## src/rtl/fpu_arbiter.sv

```systemverilog
// Round-robin arbiter sharing one FPU among four requesters.
// One operation in flight at a time: IDLE -> ISSUE -> WAIT -> DONE.
module fpu_arbiter #(
    parameter int TIMEOUT = 255
) (
    input  logic         clk_operation,
    input  logic         rst,
    input  logic [3:0]   req,
    input  logic [11:0]  req_op,
    input  logic [7:0]   req_rmode,
    input  logic [255:0] req_opa,
    input  logic [255:0] req_opb,
    output logic [3:0]   gnt,
    output logic [3:0]   done,
    output logic [63:0]  result,
    output logic         timeout,
    output logic         busy,
    output logic         fpu_enable,
    output logic [2:0]   fpu_op,
    output logic [1:0]   fpu_rmode,
    output logic [63:0]  fpu_opa,
    output logic [63:0]  fpu_opb,
    input  logic [63:0]  fpu_out,
    input  logic         fpu_ready
);

    localparam int CW = $clog2(TIMEOUT + 1);
    localparam logic [CW-1:0] CNT_MAX = CW'(TIMEOUT);

    typedef enum logic [1:0] {
        S_IDLE,
        S_ISSUE,
        S_WAIT,
        S_DONE
    } state_e;

    state_e        state_q, state_d;
    logic [1:0]    ptr_q, ptr_d;
    logic [3:0]    gnt_q, gnt_d;
    logic [3:0]    done_q, done_d;
    logic [63:0]   result_q, result_d;
    logic          timeout_q, timeout_d;
    logic          busy_q, busy_d;
    logic          fpu_enable_q, fpu_enable_d;
    logic [2:0]    fpu_op_q, fpu_op_d;
    logic [1:0]    fpu_rmode_q, fpu_rmode_d;
    logic [63:0]   fpu_opa_q, fpu_opa_d;
    logic [63:0]   fpu_opb_q, fpu_opb_d;
    logic [CW-1:0] wait_cnt_q, wait_cnt_d;
    logic          armed_q, armed_d;

    logic          found;
    logic [1:0]    win;
    logic [1:0]    cand;
    logic [2:0]    sel_op;
    logic [1:0]    sel_rmode;
    logic [63:0]   sel_opa;
    logic [63:0]   sel_opb;

    // Search starts just after the last winner, so the last winner is checked last.
    always_comb begin
        found = 1'b0;
        win   = ptr_q;
        cand  = '0;
        for (int i = 1; i <= 4; i++) begin
            cand = ptr_q + 2'(i);
            if (!found && req[cand]) begin
                found = 1'b1;
                win   = cand;
            end
        end
    end

    always_comb begin
        sel_op    = '0;
        sel_rmode = '0;
        sel_opa   = '0;
        sel_opb   = '0;
        for (int i = 0; i < 4; i++) begin
            if (win == 2'(i)) begin
                sel_op    = req_op[3*i +: 3];
                sel_rmode = req_rmode[2*i +: 2];
                sel_opa   = req_opa[64*i +: 64];
                sel_opb   = req_opb[64*i +: 64];
            end
        end
    end

    always_comb begin
        state_d      = state_q;
        ptr_d        = ptr_q;
        gnt_d        = gnt_q;
        done_d       = '0;
        result_d     = result_q;
        timeout_d    = 1'b0;
        fpu_enable_d = 1'b0;
        fpu_op_d     = fpu_op_q;
        fpu_rmode_d  = fpu_rmode_q;
        fpu_opa_d    = fpu_opa_q;
        fpu_opb_d    = fpu_opb_q;
        wait_cnt_d   = wait_cnt_q;
        armed_d      = armed_q;
        case (state_q)
            S_IDLE: begin
                if (found) begin
                    state_d      = S_ISSUE;
                    ptr_d        = win;
                    gnt_d        = 4'b0001 << win;
                    fpu_enable_d = 1'b1;
                    fpu_op_d     = sel_op;
                    fpu_rmode_d  = sel_rmode;
                    fpu_opa_d    = sel_opa;
                    fpu_opb_d    = sel_opb;
                end
            end
            S_ISSUE: begin
                state_d    = S_WAIT;
                wait_cnt_d = '0;
                armed_d    = 1'b0;
            end
            S_WAIT: begin
                wait_cnt_d = wait_cnt_q + CW'(1);
                // A ready level only counts once the FPU has been seen low.
                if (!fpu_ready) begin
                    armed_d = 1'b1;
                end
                if (armed_q && fpu_ready) begin
                    state_d  = S_DONE;
                    result_d = fpu_out;
                    done_d   = gnt_q;
                end else if (wait_cnt_d == CNT_MAX) begin
                    state_d   = S_DONE;
                    result_d  = '0;
                    timeout_d = 1'b1;
                    done_d    = gnt_q;
                end
            end
            S_DONE: begin
                state_d = S_IDLE;
                gnt_d   = '0;
            end
            default: state_d = S_IDLE;
        endcase
        busy_d = (state_d != S_IDLE);
    end

    always_ff @(posedge clk_operation) begin
        if (rst) begin
            state_q      <= S_IDLE;
            ptr_q        <= 2'd3;
            gnt_q        <= '0;
            done_q       <= '0;
            result_q     <= '0;
            timeout_q    <= 1'b0;
            busy_q       <= 1'b0;
            fpu_enable_q <= 1'b0;
            fpu_op_q     <= '0;
            fpu_rmode_q  <= '0;
            fpu_opa_q    <= '0;
            fpu_opb_q    <= '0;
            wait_cnt_q   <= '0;
            armed_q      <= 1'b0;
        end else begin
            state_q      <= state_d;
            ptr_q        <= ptr_d;
            gnt_q        <= gnt_d;
            done_q       <= done_d;
            result_q     <= result_d;
            timeout_q    <= timeout_d;
            busy_q       <= busy_d;
            fpu_enable_q <= fpu_enable_d;
            fpu_op_q     <= fpu_op_d;
            fpu_rmode_q  <= fpu_rmode_d;
            fpu_opa_q    <= fpu_opa_d;
            fpu_opb_q    <= fpu_opb_d;
            wait_cnt_q   <= wait_cnt_d;
            armed_q      <= armed_d;
        end
    end

    assign gnt        = gnt_q;
    assign done       = done_q;
    assign result     = result_q;
    assign timeout    = timeout_q;
    assign busy       = busy_q;
    assign fpu_enable = fpu_enable_q;
    assign fpu_op     = fpu_op_q;
    assign fpu_rmode  = fpu_rmode_q;
    assign fpu_opa    = fpu_opa_q;
    assign fpu_opb    = fpu_opb_q;

endmodule
```

## config.mk

```make
export PLATFORM = sky130hd
export DESIGN_NAME = fpu_arbiter
export DESIGN_NICKNAME = d
export VERILOG_FILES = /design/src/rtl/fpu_arbiter.sv
export SDC_FILE = /design/constraint.sdc
export NUM_CORES = 1
export LEC_CHECK = 0
export CAP_MARGIN = 20
export CORE_AREA = 2 2 316 318
export CTS_CLUSTER_DIAMETER = 120
export DETAILED_ROUTE_END_ITERATION = 8
export DIE_AREA = 0 0 318 320
export SETUP_SLACK_MARGIN = 0.4
export SLEW_MARGIN = 20
export SYNTH_ARGS = -nofsm -noshare
export SYNTH_HDL_FRONTEND = slang
export SYNTH_SLANG_ARGS = --single-unit
```

## constraint.sdc

```tcl
create_clock -name clk_operation -period 4 [get_ports clk_operation]
set_input_delay 0.8 -clock clk_operation [delete_from_list [all_inputs] [get_ports clk_operation]]
set_output_delay 0.8 -clock clk_operation [all_outputs]
set_load 0.01 [all_outputs]
```

== Word-level counts from Yosys, hierarchy flattened ==
Cells that the tools add are included.

* Logic and storage cells: 101
* Register bits after elaboration: 221
* Input bits: 603

* Order comparisons: 4
* $add $sub $neg: 4
* Equality and inequality tests: 9
* Reduce and logical (&&, ||, !) cells: 20
* Shift operators: 1
* Bitwise logic cells: 2
* Multiplexer cells: 47

{| class="wikitable"
|+ Operators by type and width
! cell !! number
|-
| 2-to-1 mux 64 bit || 10
|-
| 2-to-1 mux 2 bit || 11
|-
| case mux 8 bit (2 select lines) || 1
|-
| less-than comparator 2 x 3 -> 1 bit, second input constant || 4
|-
| 2-to-1 mux 3 bit || 4
|-
| 2-to-1 mux 4 bit || 3
|-
| 2-to-1 mux 1 bit || 11
|-
| adder 8 x 1 -> 8 bit, second input constant || 1
|-
| binary-select mux 1 bit (select 2 bit) || 4
|-
| == test 2 bit, second input constant || 4
|-
| == test 8 bit, second input constant || 1
|-
| case mux 2 bit (4 select lines) || 1
|-
| case mux 4 bit (2 select lines) || 1
|-
| AND reduction 2 bit || 4
|-
| nonzero test 2 bit || 4
|-
| adder 2 bit, second input constant || 2
|-
| == test 2 x 1 -> 1 bit, second input constant || 2
|-
| logical AND 1 bit || 4
|-
| zero test 2 bit || 2
|-
| != test 2 bit, second input constant || 2
|-
| OR reduction 2 bit || 2
|-
| left shift 1 x 2 -> 4 bit, first input constant || 1
|-
| zero test 1 bit || 3
|-
| OR reduction 3 bit || 1
|-
| other kinds (3) || 4
|}

== Logic depth before layout (Yosys ltp) ==
* Depth after elaboration: 18
* Depth in mapped cells: 9
* Gate-level depth less buffers: 7

== Worst setup path before layout ==
No wires, ideal clock.

* Path kind: input to register
* From: input req[3]
* To: register fpu_opa_q[26] (netlist: fpu_opa[26])
* Library setup time: 67 ps
* Arrival time: 2160 ps
* Stages: 7
* Buffers on the path: 2
* Slack: 1773 ps
* Path through: or4_4 > and2_1 > nor2_2 > buf_4 > buf_2 > nand2_1 > o21ai_2

* Cells in the longest elaborated chain, start to end: 17
* Elaborated cells on any way between the ends: 31
* Classes of those cells: eq/ne (3); mux (20); reduce/logical (8)

{| class="wikitable"
|+ Ends and longest elaborated chain
! what !! line !! source
|-
| start: declaration || 8 || <nowiki>input logic [3:0] req,</nowiki>
|-
| binary-select mux 1 bit (select 2 bit) || 67 || <nowiki>if (!found && req[cand]) begin</nowiki>
|-
| 2-to-1 mux 1 bit (implied by the code) || 67 ||
|-
| 2-to-1 mux 1 bit || 67 ||
|-
| zero test 1 bit || 67 ||
|-
| logical AND 1 bit || 67 ||
|-
| 2-to-1 mux 1 bit || 67 ||
|-
| zero test 1 bit || 67 ||
|-
| logical AND 1 bit || 67 ||
|-
| 2-to-1 mux 1 bit || 67 ||
|-
| zero test 1 bit || 67 ||
|-
| logical AND 1 bit || 67 ||
|-
| 2-to-1 mux 2 bit || 67 ||
|-
| zero test 2 bit || 80 || <nowiki>if (win == 2'(i)) begin</nowiki>
|-
| 2-to-1 mux 64 bit (4 in series) || 80 ||
|-
| end signal: assignment || 174 || <nowiki>fpu_opa_q <= fpu_opa_d;</nowiki>
|-
| end: declaration || 47 || <nowiki>logic [63:0] fpu_opa_q, fpu_opa_d;</nowiki>
|}

Several ways; a longest one is shown, not always the timed one. The select of a mux whose other input is x is not followed.
A chain may end at the register's enable or synchronous reset.

== Worst setup path after layout ==
* From: input req[0]
* To: register fpu_opb_q[56] (netlist: fpu_opb[56])

* Cells in the longest elaborated chain, start to end: 17
* Elaborated cells on any way between the ends: 31
* Classes of those cells: eq/ne (3); mux (20); reduce/logical (8)

{| class="wikitable"
|+ Ends and longest elaborated chain
! what !! line !! source
|-
| binary-select mux 1 bit (select 2 bit) || 67 ||
|-
| 2-to-1 mux 1 bit (implied by the code) || 67 ||
|-
| 2-to-1 mux 1 bit || 67 ||
|-
| zero test 1 bit || 67 ||
|-
| logical AND 1 bit || 67 ||
|-
| 2-to-1 mux 1 bit || 67 ||
|-
| zero test 1 bit || 67 ||
|-
| logical AND 1 bit || 67 ||
|-
| 2-to-1 mux 1 bit || 67 ||
|-
| zero test 1 bit || 67 ||
|-
| logical AND 1 bit || 67 ||
|-
| 2-to-1 mux 2 bit || 67 ||
|-
| zero test 2 bit || 80 ||
|-
| 2-to-1 mux 64 bit (4 in series) || 80 ||
|-
| end signal: assignment || 175 || <nowiki>fpu_opb_q <= fpu_opb_d;</nowiki>
|-
| end: declaration || 48 || <nowiki>logic [63:0] fpu_opb_q, fpu_opb_d;</nowiki>
|}

Several ways; a longest one is shown, not always the timed one. The select of a mux whose other input is x is not followed.

==> results.md <==
* Total Wirelength at approximately 83000 um
* DP Cell Count at about 3500
* Critical Path Start Type: input pin
* Post-synthesis net count at 2176
* CTS tree: built
* # setup viols final at 0
* DR pass1 iterations at 5
* Dpl hpwl at 64900 um
* Worst Path Required at 4.55 ns
* Clk buf depth at 3
* Main synth FF type: dfxtp_1
* Share of post-route cells with drive strength above 1 at 0.107
* Highest net fanout along the worst path at 21
* Worst EP arrival at around 3.5 ns
* Power per Cell Area at between 600 and 700 mW/mm^2
* Post-Syn Instances at around 1600
* Finished Core Util at 0.238
* Worst slew pin tran at around 1.0 ns
* Die height at approximately 320 um
* Hold Violations, Final at 0
* Final Power at roughly 15 mW
* Largest net degree at the start of global routing at 96
* Setup CP Type: input pin to flip-flop
* Asr flop ratio synth at 0
* Worst rel slew slack at 0.310
* Clock Sinks at approximately 220
* Synthesized cell area at approximately 0.013 sq mm
* Average via count per standard cell at approximately 4.3
* Top cells by count, synth: 221 x dfxtp_1, 212 x nor3_1, 184 x nand2_1
* Setup slack after layout at 1.03 ns
* Fmax achieved at about 340 MHz
* Clock transition at path regs at 0.06 ns
* Yosys Warn Count at 0
* Area Overhead vs Synth at 83.8%
* Slew Viols, Final at 0
* Top-count cell post-synth: dfxtp_1
* Clk root buf: clkbuf_16
* Die Area at ~0.1 sq mm
* Setup bufs post-CTS at 0
* Critical path endpoint category: flip-flop
* FP Rows at roughly 120
* Leading area contributor after synthesis: dfxtp_1
* ANT nets after route at 0
* Post-synth EDFFs at 0
* Wire length per cell at 23.1 um
* Fin nets at between 2000 and 3000
* Initial Util at 0.129
* Gpl congestion at 0.874
* First-pass GRT wire length at 116000 um
* Total of max-cap violations at 0
* Num CTS Buffers at 29
* Die W at ~320 um
* Worst-Skew Late Latency at around 0.62 ns
* DRC errors left at 0
* Synth cell types at slightly above 50
* Peak supply drop at 0.332 mV
* GRT Total Usage at 0.155
* CTS Hold Bufs at 0
* Routed vias at 15600
* Num ports at about 800
* Worst Hold Class: flip-flop to flip-flop
* Vias in the first global route at roughly 16000
* Initial antenna violation count at 34
* Sequential cell area fraction in the yosys report at 0.349
* Initial drt markers at between 800 and 900
* CORE AREA at 0.0980 sq mm
* Final TNS setup at 0 ns
* PostCTS Resize Cnt at 0
* Status: completed
* Worst slack, placed at ~0.31 ns
* Worst Clk Skew at approximately 0.023 ns
* Static leakage at just over 8 nW
* Area contributors post-synth: dfxtp_1 35%, mux2_2 9.1%, nor3_1 8.4%, o221ai_1 7.3%, nand2_1 5.4%
* Fin crit share at 0.742
* Synth top area share at 0.349
* Port Buffers at a little over 800
* H-tree depth at 1
* Syn Area/Cell at about 8.1 sq um
* RSZ-0062 raised after global routing: false
* Gr ovfl total at 0
* Fin crit period at just under 3 ns
* #FFs+latches synth at roughly 220
* Final non-filler cell total at between 3000 and 4000
==> cell families after synthesis <==
group,count (synthesis),synth area share
AND/OR/NAND/NOR,569,0.214
AO/OA/AOI/OAI,471,0.265
flip-flops,221,0.349
buffers and inverters,191,0.0691
multiplexers,106,0.0950
adder cells (fa/ha/maj),7,0.00690
XOR/XNOR,1,0.000691
==> critical path, stage by stage <==
cell and delay, ns:
clkdlybuf4s50_1 0.60, nor3_1 0.47, a32o_1 0.92, a221oi_1 0.35, buf_4 0.25, a31oi_1 0.11
==> layout by cell type, fill, tap and decap left out, types with 4 or more instances in the layout <==
master,count
a21oi_1,74
a221oi_1,27
a22oi_1,8
a31oi_1,29
a41o_1,64
buf_12,18
buf_4,46
clkbuf_1,4
clkbuf_16,29
clkbuf_8,11
clkdlybuf4s50_1,809
clkinv_2,4
dfxtp_1,221
diode_2,6
ha_1,6
inv_1,8
mux2_2,103
nand2_1,183
nand2b_1,69
nand3_1,60
nor2_1,25
nor2b_1,4
nor3_1,212
o21ai_0,36
o21ai_1,92
o21ai_2,14
o221ai_1,105
==> where the power goes <==
part,leakage [nW],internal [mW],switching (mW)
logic,5.96,4.18,4.70
clock network,0.477,1.58,1.12
registers,1.82,3.13,0.628
total,8.26,8.89,6.45
==> state kept, by name (all words and copies together) (netlist names), 2 cells and up <==
signal / flops
done: 4
fpu_op: 3
fpu_opa: 64
fpu_opb: 64
fpu_rmode: 2
gnt: 4
ptr_q: 2
result: 64
state_q: 2
wait_cnt_q: 8
==> worst paths after layout <==
kind	startpoint	to	slack (ns)	cells past startpoint
worst max register to register	ptr_q[0]	fpu_opb[56]	1.37	6
worst min register to register	fpu_opb[22]	fpu_opb[22]	0.44	2
worst max-delay path	req[0]	fpu_opb[56]	1.03	6
worst min-delay path	fpu_opb[22]	fpu_opb[22]	0.44	2
==> through the flow <==
stage	hold WS, ns	instance area (sq um)
final	0.443	23300
after global routing	0.460	23300
after CTS	0.445	23300
after detailed placement	0.437	22300
after global placement	0.431	22300
after floorplan	0.467	12700
==> layout make-up <==
class,count,area (sq um)
fill,10700,74700
inverter,9,35.0
clock inverter,5,65.1
sequential,221,4420
multi-input combinational,1154,7470
antenna,6,15.0
timing repair buffer,874,8810
tap,1287,1610
clock buffer,44,892
==> routing by layer <==
layer  track usage  vias to the layer above  routed length [um]
li1              -                     7350                   -
met1         0.188                     7445               35000
met2         0.257                      680               38100
met3        0.0591                      122                7500
met4        0.0417                       28                2470
met5             0                        -                 177
No activity file was read; power rests on OpenSTA's default activity.
